File: src/rtl/pwm_pkg.sv
// PWM shared definitions: register word indices, CTRL/STATUS bit
// positions and capture FSM encoding, shared with generator and software.
package pwm_pkg;

  localparam logic [5:0] IDX_CTRL    = 6'd0;
  localparam logic [5:0] IDX_STATUS  = 6'd1;
  localparam logic [5:0] IDX_HIGH    = 6'd2;
  localparam logic [5:0] IDX_PERIOD  = 6'd3;
  localparam logic [5:0] IDX_EDGES   = 6'd4;
  localparam logic [5:0] IDX_TIMEOUT = 6'd5;

  localparam int CTRL_EN  = 0;
  localparam int CTRL_INV = 1;
  localparam int CTRL_IRQ = 2;
  localparam int CTRL_CLR = 3;

  localparam int ST_VALID = 0;
  localparam int ST_OVF   = 1;
  localparam int ST_STALL = 2;
  localparam int ST_LEVEL = 3;

  localparam logic [1:0] S_IDLE = 2'd0;
  localparam logic [1:0] S_ARM  = 2'd1;
  localparam logic [1:0] S_HIGH = 2'd2;
  localparam logic [1:0] S_LOW  = 2'd3;

  function automatic logic [31:0] sat_inc(input logic [31:0] v);
    return (v == 32'hFFFF_FFFF) ? v : v + 32'd1;
  endfunction

endpackage

File: src/rtl/pwm_sync_edge.sv
// PWM input conditioning: 2-flop synchronizer, optional inversion,
// rise/fall detect. Ports: clk_i, rst_i, pwm_i, inv_i -> level_o, rise_o, fall_o.
module pwm_sync_edge (
  input  logic clk_i,
  input  logic rst_i,
  input  logic pwm_i,
  input  logic inv_i,
  output logic level_o,
  output logic rise_o,
  output logic fall_o
);

  logic s1_q;
  logic s2_q;
  logic prev_q;
  logic cur;

  assign cur = s2_q ^ inv_i;

  always_ff @(posedge clk_i or posedge rst_i) begin
    if (rst_i) begin
      s1_q   <= 1'b0;
      s2_q   <= 1'b0;
      prev_q <= 1'b0;
    end else begin
      s1_q   <= pwm_i;
      s2_q   <= s1_q;
      prev_q <= cur;
    end
  end

  assign level_o = cur;
  assign rise_o  = cur & ~prev_q;
  assign fall_o  = ~cur & prev_q;

endmodule

File: src/rtl/pwm_capture.sv
// PWM capture: measures high time, period and rising edges of cio_pwm_i.
// Ports: clk_i/rst_i, bus (valid_i, we_i, addr_i, wdata_i, ready_o, rdata_o), cio_pwm_i, irq_o.
module pwm_capture
  import pwm_pkg::*;
#(
  parameter int BITS = 32
) (
  input  logic            clk_i,
  input  logic            rst_i,
  input  logic            valid_i,
  input  logic            we_i,
  input  logic [BITS-1:0] addr_i,
  input  logic [BITS-1:0] wdata_i,
  output logic            ready_o,
  output logic [BITS-1:0] rdata_o,
  input  logic            cio_pwm_i,
  output logic            irq_o
);

  logic            ready_q;
  logic [BITS-1:0] rdata_q, rdata_d;
  logic            en_q, en_d;
  logic            inv_q, inv_d;
  logic            irqen_q, irqen_d;
  logic            vld_q, vld_d;
  logic            ovf_q, ovf_d;
  logic            stl_q, stl_d;
  logic [31:0]     hi_q, hi_d;
  logic [31:0]     per_q, per_d;
  logic [31:0]     edg_q, edg_d;
  logic [31:0]     tmo_q, tmo_d;
  logic [31:0]     cp_q, cp_d;
  logic [31:0]     ch_q, ch_d;
  logic [1:0]      st_q, st_d;

  logic        level, rise, fall;
  logic        acc, wr, rd;
  logic [5:0]  idx;
  logic [31:0] wd, rmux;
  logic        wr_ctrl, wr_stat, clr, stall;
  logic        unused;

  pwm_sync_edge u_sync (
    .clk_i   (clk_i),
    .rst_i   (rst_i),
    .pwm_i   (cio_pwm_i),
    .inv_i   (inv_q),
    .level_o (level),
    .rise_o  (rise),
    .fall_o  (fall)
  );

  // A request is taken only while not acknowledging, so a held
  // valid_i is served every other cycle.
  assign acc     = valid_i & ~ready_q;
  assign wr      = acc & we_i;
  assign rd      = acc & ~we_i;
  assign idx     = addr_i[7:2];
  assign wd      = 32'(wdata_i);
  assign wr_ctrl = wr && (idx == IDX_CTRL);
  assign wr_stat = wr && (idx == IDX_STATUS);
  assign clr     = wr_ctrl & wd[CTRL_CLR];
  assign unused  = ^{addr_i[BITS-1:8], addr_i[1:0]};

  // Timeout only matters while measuring; a coincident rise wins.
  assign stall = st_q[1] && (tmo_q != 32'd0)
              && (cp_q >= tmo_q) && !rise;

  always_comb begin
    rmux = 32'd0;
    unique case (1'b1)
      idx == IDX_CTRL:
        rmux = {29'd0, irqen_q, inv_q, en_q};
      idx == IDX_STATUS:
        rmux = {28'd0, level, stl_q, ovf_q, vld_q};
      idx == IDX_HIGH:    rmux = hi_q;
      idx == IDX_PERIOD:  rmux = per_q;
      idx == IDX_EDGES:   rmux = edg_q;
      idx == IDX_TIMEOUT: rmux = tmo_q;
      default:            rmux = 32'd0;
    endcase
  end

  assign rdata_d = rd ? BITS'(rmux) : rdata_q;

  always_comb begin
    en_d    = en_q;
    inv_d   = inv_q;
    irqen_d = irqen_q;
    tmo_d   = tmo_q;
    if (wr_ctrl) begin
      en_d    = wd[CTRL_EN];
      inv_d   = wd[CTRL_INV];
      irqen_d = wd[CTRL_IRQ];
    end
    if (wr && (idx == IDX_TIMEOUT)) tmo_d = wd;
  end

  always_comb begin
    st_d  = st_q;
    cp_d  = cp_q;
    ch_d  = ch_q;
    hi_d  = hi_q;
    per_d = per_q;
    edg_d = edg_q;
    vld_d = vld_q;
    ovf_d = ovf_q;
    stl_d = stl_q;
    // W1C first so a same-cycle hardware set below wins.
    if (wr_stat) begin
      vld_d = vld_q & ~wd[ST_VALID];
      ovf_d = ovf_q & ~wd[ST_OVF];
      stl_d = stl_q & ~wd[ST_STALL];
    end
    if (en_q && rise) edg_d = edg_q + 32'd1;
    if (!en_q) begin
      st_d = S_IDLE;
    end else begin
      if (st_q != S_IDLE) begin
        cp_d = rise ? 32'd1 : sat_inc(cp_q);
        if (rise) ch_d = 32'd1;
        else if (st_q == S_HIGH && !fall) ch_d = sat_inc(ch_q);
      end
      unique case (st_q)
        S_IDLE: st_d = S_ARM;
        S_ARM:  if (rise) st_d = S_HIGH;
        S_HIGH: if (fall) st_d = S_LOW;
        default: begin
          if (rise) begin
            st_d  = S_HIGH;
            per_d = cp_q;
            hi_d  = ch_q;
            vld_d = 1'b1;
            if (vld_q) ovf_d = 1'b1;
          end
        end
      endcase
      if (stall) begin
        stl_d = 1'b1;
        st_d  = S_ARM;
      end
    end
    if (clr) begin
      cp_d  = 32'd0;
      ch_d  = 32'd0;
      hi_d  = 32'd0;
      per_d = 32'd0;
      edg_d = 32'd0;
      vld_d = 1'b0;
      ovf_d = 1'b0;
      stl_d = 1'b0;
      st_d  = en_d ? S_ARM : S_IDLE;
    end
  end

  always_ff @(posedge clk_i or posedge rst_i) begin
    if (rst_i) begin
      ready_q <= 1'b0;
      rdata_q <= '0;
      en_q    <= 1'b0;
      inv_q   <= 1'b0;
      irqen_q <= 1'b0;
      vld_q   <= 1'b0;
      ovf_q   <= 1'b0;
      stl_q   <= 1'b0;
      hi_q    <= 32'd0;
      per_q   <= 32'd0;
      edg_q   <= 32'd0;
      tmo_q   <= 32'd0;
      cp_q    <= 32'd0;
      ch_q    <= 32'd0;
      st_q    <= S_IDLE;
    end else begin
      ready_q <= acc;
      rdata_q <= rdata_d;
      en_q    <= en_d;
      inv_q   <= inv_d;
      irqen_q <= irqen_d;
      vld_q   <= vld_d;
      ovf_q   <= ovf_d;
      stl_q   <= stl_d;
      hi_q    <= hi_d;
      per_q   <= per_d;
      edg_q   <= edg_d;
      tmo_q   <= tmo_d;
      cp_q    <= cp_d;
      ch_q    <= ch_d;
      st_q    <= st_d;
    end
  end

  assign ready_o = ready_q;
  assign rdata_o = rdata_q;
  assign irq_o   = vld_q & irqen_q;

endmodule

File: config.mk
export PLATFORM = sky130hd
export DESIGN_NAME = pwm_capture
export DESIGN_NICKNAME = d
export VERILOG_FILES = /design/src/rtl/pwm_pkg.sv /design/src/rtl/pwm_sync_edge.sv /design/src/rtl/pwm_capture.sv
export SDC_FILE = /design/constraint.sdc
export NUM_CORES = 1
export LEC_CHECK = 0
export ABC_AREA = 1
export BUFFER_PORTS_ARGS = -buffer_cell sky130_fd_sc_hd__buf_2
export CORE_MARGIN = 3
export CORE_UTILIZATION = 47
export CTS_CLUSTER_SIZE = 14
export DETAILED_ROUTE_END_ITERATION = 16
export HOLD_SLACK_MARGIN = 0.06
export PLACE_DENSITY = 0.71
export SLEW_MARGIN = 25
export SYNTH_ARGS = -nofsm -noshare
export SYNTH_HDL_FRONTEND = slang
export SYNTH_SLANG_ARGS = --single-unit
File: constraint.sdc
create_clock -name clk_i -period 8.75 [get_ports clk_i]
set_input_delay 1.75 -clock clk_i [delete_from_list [all_inputs] [get_ports clk_i]]
set_output_delay 1.75 -clock clk_i [all_outputs]
set_load 0.02 [all_outputs]
== After elaboration in Yosys (flattened, before gate mapping) ==
Cells that the tools add are included.

* Bits in registers: 236
* Input port bits: 69
* Output and inout bits: 34

* Add/sub/neg operators: 3
* Order comparisons: 1
* Eq/ne operators: 14
* Multiplexer cells: 45
* Bitwise operators: 18
* Reductions and logical operators: 24

{| class="wikitable"
|+ Operator list
! kind !! count
|-
| $mux W32 || 21
|-
| $pmux W32 S6 || 1
|-
| $add A32 B1 Y32 const B || 3
|-
| $eq A32 B32 Y1 const B || 2
|-
| $ge A32 B32 Y1 || 1
|-
| $reduce_bool A32 Y1 || 1
|-
| $mux W1 || 17
|-
| $eq A6 B2 Y1 const B || 2
|-
| $eq A6 B3 Y1 const B || 2
|-
| $and A1 B1 Y1 || 10
|-
| $mux W2 || 5
|-
| $reduce_bool A2 Y1 || 5
|-
| $logic_and A1 B1 Y1 || 8
|-
| $not A1 Y1 || 7
|-
| $eq A6 B1 Y1 const B || 1
|-
| $logic_not A6 Y1 || 1
|-
| $ne A3 B3 Y1 const B || 2
|-
| $ne A6 B1 Y1 const B || 1
|-
| $reduce_and A3 Y1 || 2
|-
| $ne A5 B5 Y1 const B || 1
|-
| $pmux W2 S2 || 1
|-
| $reduce_and A4 Y1 || 1
|-
| $reduce_bool A3 Y1 || 1
|-
| $reduce_or A3 Y1 || 1
|-
| 7 further kinds || 8
|}

== Depth between registers and ports, before layout ==
Gate-level depths: netlist of the first run.

* Depth in word-level cells: 10
* Depth in mapped cells: 15

== Modules after synthesis ==
From an unflattened synthesis of the first run, not the netlist that was laid out.

* Cells, all modules: 1,884
* Area, all modules: 13,898.3 um2

{| class="wikitable"
|+ By module, submodules not included
! module !! instances !! cells an instance !! area an instance (um2) !! seq. area each (um2)
|-
| pwm_capture || 1 || 1,869 || 13,773.2 || 5,830.6
|-
| pwm_sync_edge || 1 || 15 || 125.1 || 75.1
|}

== Worst setup path before layout of the first run ==
Ideal clock, no wire load.

* Kind: input to register
* Start: input port addr_i[7]
* End: register ch_q[7]
* Setup time: 65 ps
* Arrival: 2,962 ps
* Required time: 8,685 ps
* Setup slack: 5,723 ps
* Stages: 12
* Buffers on the path: 1
* Cells stage by stage: nor2_1 > nand3_1 > inv_2 > nand4_4 > nand2_1 > inv_2 > nor2_4 > inv_2 > nor2_4 > buf_6 > nand2_1 > nand2_1

* Longest elaborated chain between the ends: 5
* Elaborated cells on any way between the ends: 9

{| class="wikitable"
|+ Ends and longest elaborated chain
! element !! line !! RTL
|-
| start: declaration || pwm_capture.sv:12 || <nowiki>input logic [BITS-1:0] addr_i,</nowiki>
|-
| $logic_not A6 Y1 * || pwm_capture.sv:60 || <nowiki>assign wr_ctrl = wr && (idx == IDX_CTRL);</nowiki>
|-
| $logic_and A1 B1 Y1 * || pwm_capture.sv:60 ||
|-
| $and A1 B1 Y1 * || pwm_capture.sv:62 || <nowiki>assign clr = wr_ctrl & wd[CTRL_CLR];</nowiki>
|-
| $ne A3 B3 Y1 (no source line) (tied with other cells) || -- ||
|-
| $reduce_and A4 Y1 (no source line) || -- ||
|-
| end signal: assignment || pwm_capture.sv:187 || <nowiki>ch_q <= ch_d;</nowiki>
|-
| end: declaration || pwm_capture.sv:33 || <nowiki>logic [31:0] ch_q, ch_d;</nowiki>
|}

Mark *: on every way between the ends. The rest lies on a longest branch, timed or not.
A chain may end at the register's enable or synchronous reset.

== Worst setup path in the final report of the first run ==
* Start: input port addr_i[7]
* End: register cp_q[11]

* Longest elaborated chain between the ends: 5
* Elaborated cells on any way between the ends: 8

{| class="wikitable"
|+ Ends and longest elaborated chain
! element !! line !! RTL
|-
| $logic_not A6 Y1 * || pwm_capture.sv:60 ||
|-
| $logic_and A1 B1 Y1 * || pwm_capture.sv:60 ||
|-
| $and A1 B1 Y1 * || pwm_capture.sv:62 ||
|-
| $ne A3 B3 Y1 (no source line) / $reduce_bool A2 Y1 (equally long branches) || -- ||
|-
| $reduce_and A3 Y1 (no source line) || -- ||
|-
| end signal: assignment || pwm_capture.sv:186 || <nowiki>cp_q <= cp_d;</nowiki>
|-
| end: declaration || pwm_capture.sv:32 || <nowiki>logic [31:0] cp_q, cp_d;</nowiki>
|}

Marked as above.

==> results of run 1 <==
-- layout make-up --
| cell class | instances | area [µm²] |
|---|---|---|
| repair buffers | 88 | 474.2 |
| multi-input cells | 1416 | 6807 |
| clock inverters | 15 | 266.5 |
| clock buffers | 37 | 795.8 |
| well taps | 384 | 480.5 |
| flip-flops and latches | 236 | 5906 |
| fillers | 2779 | 13320 |
| inverters | 194 | 735.7 |
-- path summary, 6_finish.rpt --
kind                                       start               endpoint
setup / recovery                       addr_i[7]   cp_q[11]$_DFFE_PP0P_
hold / removal             u_sync.s1_q$_DFF_PP0_  u_sync.s2_q$_DFF_PP0_
setup reg to reg           u_sync.s2_q$_DFF_PP0_  per_q[18]$_DFFE_PP0P_
hold reg to reg            u_sync.s1_q$_DFF_PP0_  u_sync.s2_q$_DFF_PP0_
max in group asynchronous                  rst_i   cp_q[31]$_DFFE_PP0P_
min in group asynchronous                  rst_i  edg_q[12]$_DFFE_PP0P_
-- critical path: stages --
cell and delay (ns):
buf_2 0.09, nor2_1 0.21, nand3_1 0.17, inv_2 0.12
nand4_4 0.54, buf_4 0.59, inv_2 0.10, buf_4 0.68
nor3_1 0.11, nand2_1 0.10, o21ai_0 0.07
-- cell families (layout without fill, tap and decap cells) --
family	Yosys count	in the layout	synth area share
AND/OR/NAND/NOR	1066	1066	0.3259
AO/OA/AOI/OAI	281	281	0.1120
buffers and inverters	269	334	0.08009
flip-flops	236	236	0.4286
adder cells (fa/ha/maj)	35	35	0.03178
XOR/XNOR	34	34	0.02161
-- Yosys cell counts, types with 6 or more instances --
| master | number |
|---|---|
| inv_2 | 10 |
| dfrtp_1 | 236 |
| buf_2 | 21 |
| buf_6 | 6 |
| o21ai_0 | 121 |
| nand2_1 | 613 |
| or2_2 | 9 |
| buf_4 | 6 |
| nand3_1 | 117 |
| inv_1 | 183 |
| o21ai_1 | 11 |
| clkbuf_1 | 40 |
| a22oi_1 | 16 |
| a21oi_1 | 88 |
| nor3_1 | 67 |
| nor2_1 | 188 |
| o22ai_1 | 29 |
| nand4_1 | 43 |
| ha_1 | 35 |
| xor2_1 | 30 |
-- metrics by stage --
step | instance area [µm²] | setup slack (ns) | hold WS (ns) | cells | total power, mW
after floorplan | 13780 | 0.5253 | 0.3312 | 1921 | 1.383
after global placement | 14390 | 4.059 | 0.3394 | 2318 | 1.467
after detailed placement | 14390 | 3.967 | 0.3432 | 2318 | 1.474
after CTS | 15450 | 4.472 | 0.3643 | 2370 | 2.810
after global routing | 15460 | 4.294 | 0.3674 | 2370 | 2.895
final | 15460 | 4.547 | 0.3646 | 2370 | 2.806
-- power groups by stage --
stage / Combinational (mW) / Clock (mW) / Sequential [mW]
floorplan: 0.182 / 0 / 1.20
global placement: 0.256 / 0 / 1.21
detailed placement: 0.262 / 0 / 1.21
CTS: 0.264 / 1.35 / 1.19
global route: 0.304 / 1.39 / 1.20
finish: 0.267 / 1.34 / 1.20
-- state kept, by name (all words and copies together) (netlist names) --
signal,cells
cp_q,32
tmo_q,32
ovf_q,1
u_sync.s1_q,1
en_q,1
inv_q,1
st_q,2
u_sync.prev_q,1
stl_q,1
ready_o,1
u_sync.s2_q,1
vld_q,1
ch_q,32
irqen_q,1
hi_q,32
rdata_o,32
edg_q,32
per_q,32
-- layer usage --
| metal | vias to the layer above | track usage |
|---|---|---|
| met5 | - | 0 |
| met4 | 4 | 0.1041 |
| met3 | 95 | 0.03947 |
| met2 | 611 | 0.4470 |
| met1 | 6313 | 0.4122 |
| li1 | 6342 | - |
==> flow_summary.ini, run 1 <==
[global_routing]
grt_pass1_wl_um = 70700
grt_max_degree = 96
antenna_found_initial = 1
grt_use_total = 0.2877
grt_pass1_vias = 12518
grt_overflow = 0

[routing]
wl_met1_um = 19620
ant_nets = 0
drtIter0Drc = 1542
vias = 13365
topRoutingLayerUsed = met5
first_pass_iters = 6
wl_um = 45060
route.met3.wl_um = 3839
drc = 0
wl_per_cell_um = 19.01
met2_length_um = 19840
viasPerCell = 5.639

[cts]
cts_max_level = 1
hold_buffers = 0
cts-root-buf = clkbuf_16
clock_tree.buffer_depth = 3
cts_resized = 0
path_clk_slew_ns = 0.06
clock_latency_ns = 0.55
clkSinkCount = 236
cts_tree = yes
numCtsBuffers = 28
post-cts-setup-buffers = 0

[power_and_ir_drop]
clkPwrFrac = 0.479
internal_power_mw = 2.073
ir_drop_uv = 134.1
p_per_area_nw_per_um2 = 181.5
p_switching_mw = 0.7338
combPwrFrac = 0.095
p_leak_nw = 7.699
sequentialPowerShare = 0.426
netSwitchingFraction = 0.2615

[layout]
final_common_cell = nand2_1
layout-drive-gt1-share = 0.09164
final_util = 0.5373
diodes = 0
syn_to_final_growth_pct = 12.23
final_net_count = 2068
mostFrequentLayoutCells = 612 x nand2_1, 236 x dfrtp_1, 188 x nor2_1

[synthesis]
synth_top_area_frac = 0.4286
syn_area_um2 = 13780
yosys-top-cells-area = dfrtp_1 43%, nand2_1 17%, nor2_1 5.1%, inv_1 5.0%, o21ai_0 4.4%
synth.avg_cell_area_um2 = 7.173
synth_ff_type = dfrtp_1
synth-edff-count = 0
synth.distinct_cells = 42
synth_cells = 1921
ys_seq_area_frac = 0.4286
syn-num-nets = 2025
synth-seq-cells = 236
async_flop_share = 1.000
synth_area_leader_cell = dfrtp_1
synth_warnings = 0

[sta]
timing.setup.tns_ns = 0
finalSetupViolCount = 0
hold_viol_final = 0
clock_skew_ns = 0.01287
slew_headroom = 0.3264
rsz0062_at_grt = false
layout_min_cycle_time_ns = 4.203
worst_slew_pin_slew_ns = 1.008
max_freq_mhz = 238.0
period_share = 0.4803
drv_slew = 0

[min_path]
hold_depth = 0
min_path_type = reg -> reg

[setup_path]
start_kind = input port
r2r_slack_ns = 5.26
worst_setup_path_end_kind = register
cp_max_fo = 74
worstRegToRegCells = 9
critPathRequiredTime_ns = 9.15
path_class = in -> reg
critical_path_arrival_ns = 4.60

[placement]
finalWeightedCongestion = 0.9534
port_buffers = 76
dp_hpwl_um = 32140

[floorplan]
io_pins = 103
die_h_um = 177.2
start_util = 0.4788
core.rowCount = 62
die-area_um2 = 31410
chipWidth_um = 177.2
core_um2 = 28780

[run_status]
outcome = finished, final reports clean

[job]
cap_violations = 0
Note: power is estimated with default switching activity, not from simulation.
==> inputs of run 2 (changes only) <==
--- a/config.mk
+++ b/config.mk
@@ -5,7 +5,7 @@
 export SDC_FILE = /design/constraint.sdc
 export NUM_CORES = 1
 export LEC_CHECK = 0
-export ABC_AREA = 1
+export ABC_AREA = 0
 export BUFFER_PORTS_ARGS = -buffer_cell sky130_fd_sc_hd__buf_2
 export CORE_MARGIN = 3
 export CORE_UTILIZATION = 47
==> constraint.sdc (replaced) <==
create_clock -name clk_i -period 3.9 [get_ports clk_i]
set_input_delay 0.78 -clock clk_i [delete_from_list [all_inputs] [get_ports clk_i]]
set_output_delay 0.78 -clock clk_i [all_outputs]
set_load 0.02 [all_outputs]
==> flow_summary.ini, run 2 <==
[floorplan]
core_um2 = 25250
io_pins = 103
die_h_um = 166.6
core.rowCount = 58
chipWidth_um = 166.6
die-area_um2 = 27750
start_util = 0.4799

[setup_path]
start_kind = register
cp_slowest_stage_delay_ns = 0.75
cp_max_fo = 10
path_delay_family = simple AND/OR/NAND/NOR gates
critPathRequiredTime_ns = 4.30
cp_slowest_cell = or4_1
path_cells = xnor2_1 -> nor2_1 -> or4_1 -> o211ai_1 -> nor3_1 -> xnor2_1 -> nor2_1
path_class = reg -> reg
critical_path_arrival_ns = 3.37
worst_setup_path_end_kind = register
critPathBufInv = 0

[synthesis]
syn-num-nets = 1387
yosys-top-cells-area = dfrtp_1 49%, mux2i_1 8.2%, nor2_1 6.6%, nand2_1 4.2%, o21ai_0 3.9%
synth_top_area_frac = 0.4873
synth-seq-cells = 236
synth_ff_type = dfrtp_1
async_flop_share = 1.000
syn_area_um2 = 12120
synth_warnings = 0
synth.avg_cell_area_um2 = 9.447
synth_common_cells = 236 x dfrtp_1, 212 x nor2_1, 135 x nand2_1
synth.distinct_cells = 57
ys_seq_area_frac = 0.4873
yosysMostFrequentCell = dfrtp_1
synth_cells = 1283
synth_area_leader_cell = dfrtp_1
synth-edff-count = 0

[power_and_ir_drop]
ir_drop_uv = 331.3
p_leak_nw = 5.861
p_per_area_nw_per_um2 = 405.4
total_power_mw = 5.578

[sta]
fin_ws_ns = 0.9298
layout_min_cycle_time_ns = 2.970
timing.setup.tns_ns = 0
rsz0062_at_grt = false
max_freq_mhz = 336.7
drv_slew = 0
clock_skew_ns = 0.01678
finalSetupViolCount = 0
hold_viol_final = 0
period_share = 0.7616
slew_headroom = 0.3916
worst_slew_pin_slew_ns = 0.9012

[routing]
wl_per_cell_um = 19.34
wl_um = 32670
first_pass_iters = 7
drc = 0
vias = 9806
viasPerCell = 5.806
ant_nets = 0
drtIter0Drc = 993

[placement]
dp_hpwl_um = 23320
dpl_cell_area_um2 = 12920
place_ws_ns = 0.5724
port_buffers = 76
finalWeightedCongestion = 0.8798

[global_routing]
antenna_found_initial = 0
grt_pass1_wl_um = 52460
grt_use_total = 0.2313
grt_pass1_vias = 9527
grt_max_degree = 82
grt_overflow = 0

[cts]
path_clk_slew_ns = 0.06
cts_resized = 0
post-cts-setup-buffers = 0
cts_tree = yes
cts_max_level = 1
clock_latency_ns = 0.52
hold_buffers = 0
cts-root-buf = clkbuf_16
numCtsBuffers = 25
clock_tree.buffer_depth = 3
clkSinkCount = 236

[layout]
stdcell_area_um2 = 13760
diodes = 0
final_common_cell = dfrtp_1
final_net_count = 1449
layout-drive-gt1-share = 0.1199
syn_to_final_growth_pct = 13.52
mostFrequentLayoutCells = 236 x dfrtp_1, 208 x nor2_1, 134 x nand2_1

[job]
cap_violations = 0

[run_status]
outcome = finished, final reports clean

[min_path]
min_path_type = reg -> reg
==> run 2: power breakdown <==
group / internal (mW) / total [mW] / leakage, nW / switching, mW
logic: 0.164 / 0.433 / 2.67 / 0.269
registers: 2.57 / 2.71 / 2.79 / 0.134
clock network: 1.46 / 2.44 / 0.402 / 0.978
==> run 2: cell families after synthesis <==
| group | after synthesis | synth area share |
|---|---|---|
| simple gates | 522 | 0.1992 |
| flops | 236 | 0.4873 |
| compound gates | 203 | 0.1040 |
| buf+inv | 114 | 0.03737 |
| mux | 103 | 0.08548 |
| xor+xnor | 70 | 0.05058 |
| fa+ha+maj | 35 | 0.03613 |
==> run 2: path summary, 6_finish.rpt <==
check	cells past startpoint	endpoint	startpoint	slack, ns
worst max-delay path	7	cp_q[25]$_DFFE_PP0P_	inv_q$_DFFE_PP0P_	0.93
worst min-delay path	0	u_sync.s2_q$_DFF_PP0_	u_sync.s1_q$_DFF_PP0_	0.36
worst max register to register	7	cp_q[25]$_DFFE_PP0P_	inv_q$_DFFE_PP0P_	0.93
worst min register to register	0	u_sync.s2_q$_DFF_PP0_	u_sync.s1_q$_DFF_PP0_	0.36
max in group asynchronous	3	tmo_q[6]$_DFFE_PP0P_	rst_i	2.66
min in group asynchronous	2	hi_q[24]$_DFFE_PP0P_	rst_i	0.39
==> run 2: layout make-up <==
cell class                 instances  area, µm²
fill                            2248      11490
clock inverter                     8      127.6
sequential                       236       5906
clock buffer                      33      705.7
tap                              330      412.9
timing repair buffer              99      615.6
multi-input combinational        933       5801
inverter                          50      191.4
==> run 2: stage by stage <==
stage / utilization / std cells / hold slack (ns)
6_report: 0.5448 / 1689 / 0.3587
5_1_grt: 0.5448 / 1689 / 0.3465
4_1_cts: 0.5447 / 1689 / 0.3524
3_5_place_dp: 0.5117 / 1648 / 0.3465
3_3_place_gp: 0.5117 / 1648 / 0.3359
2_1_floorplan: - / 1283 / 0.3312
==> run 2: per-layer routing <==
metal	part of all wire	wire, µm	track usage	up-vias
li1	-	-	-	4591
met1	0.44	14410	0.3313	4851
met2	0.46	15070	0.3683	301
met3	0.066	2171	0.03276	63
met4	0.031	1023	0.07102	0
met5	0	0	0	-
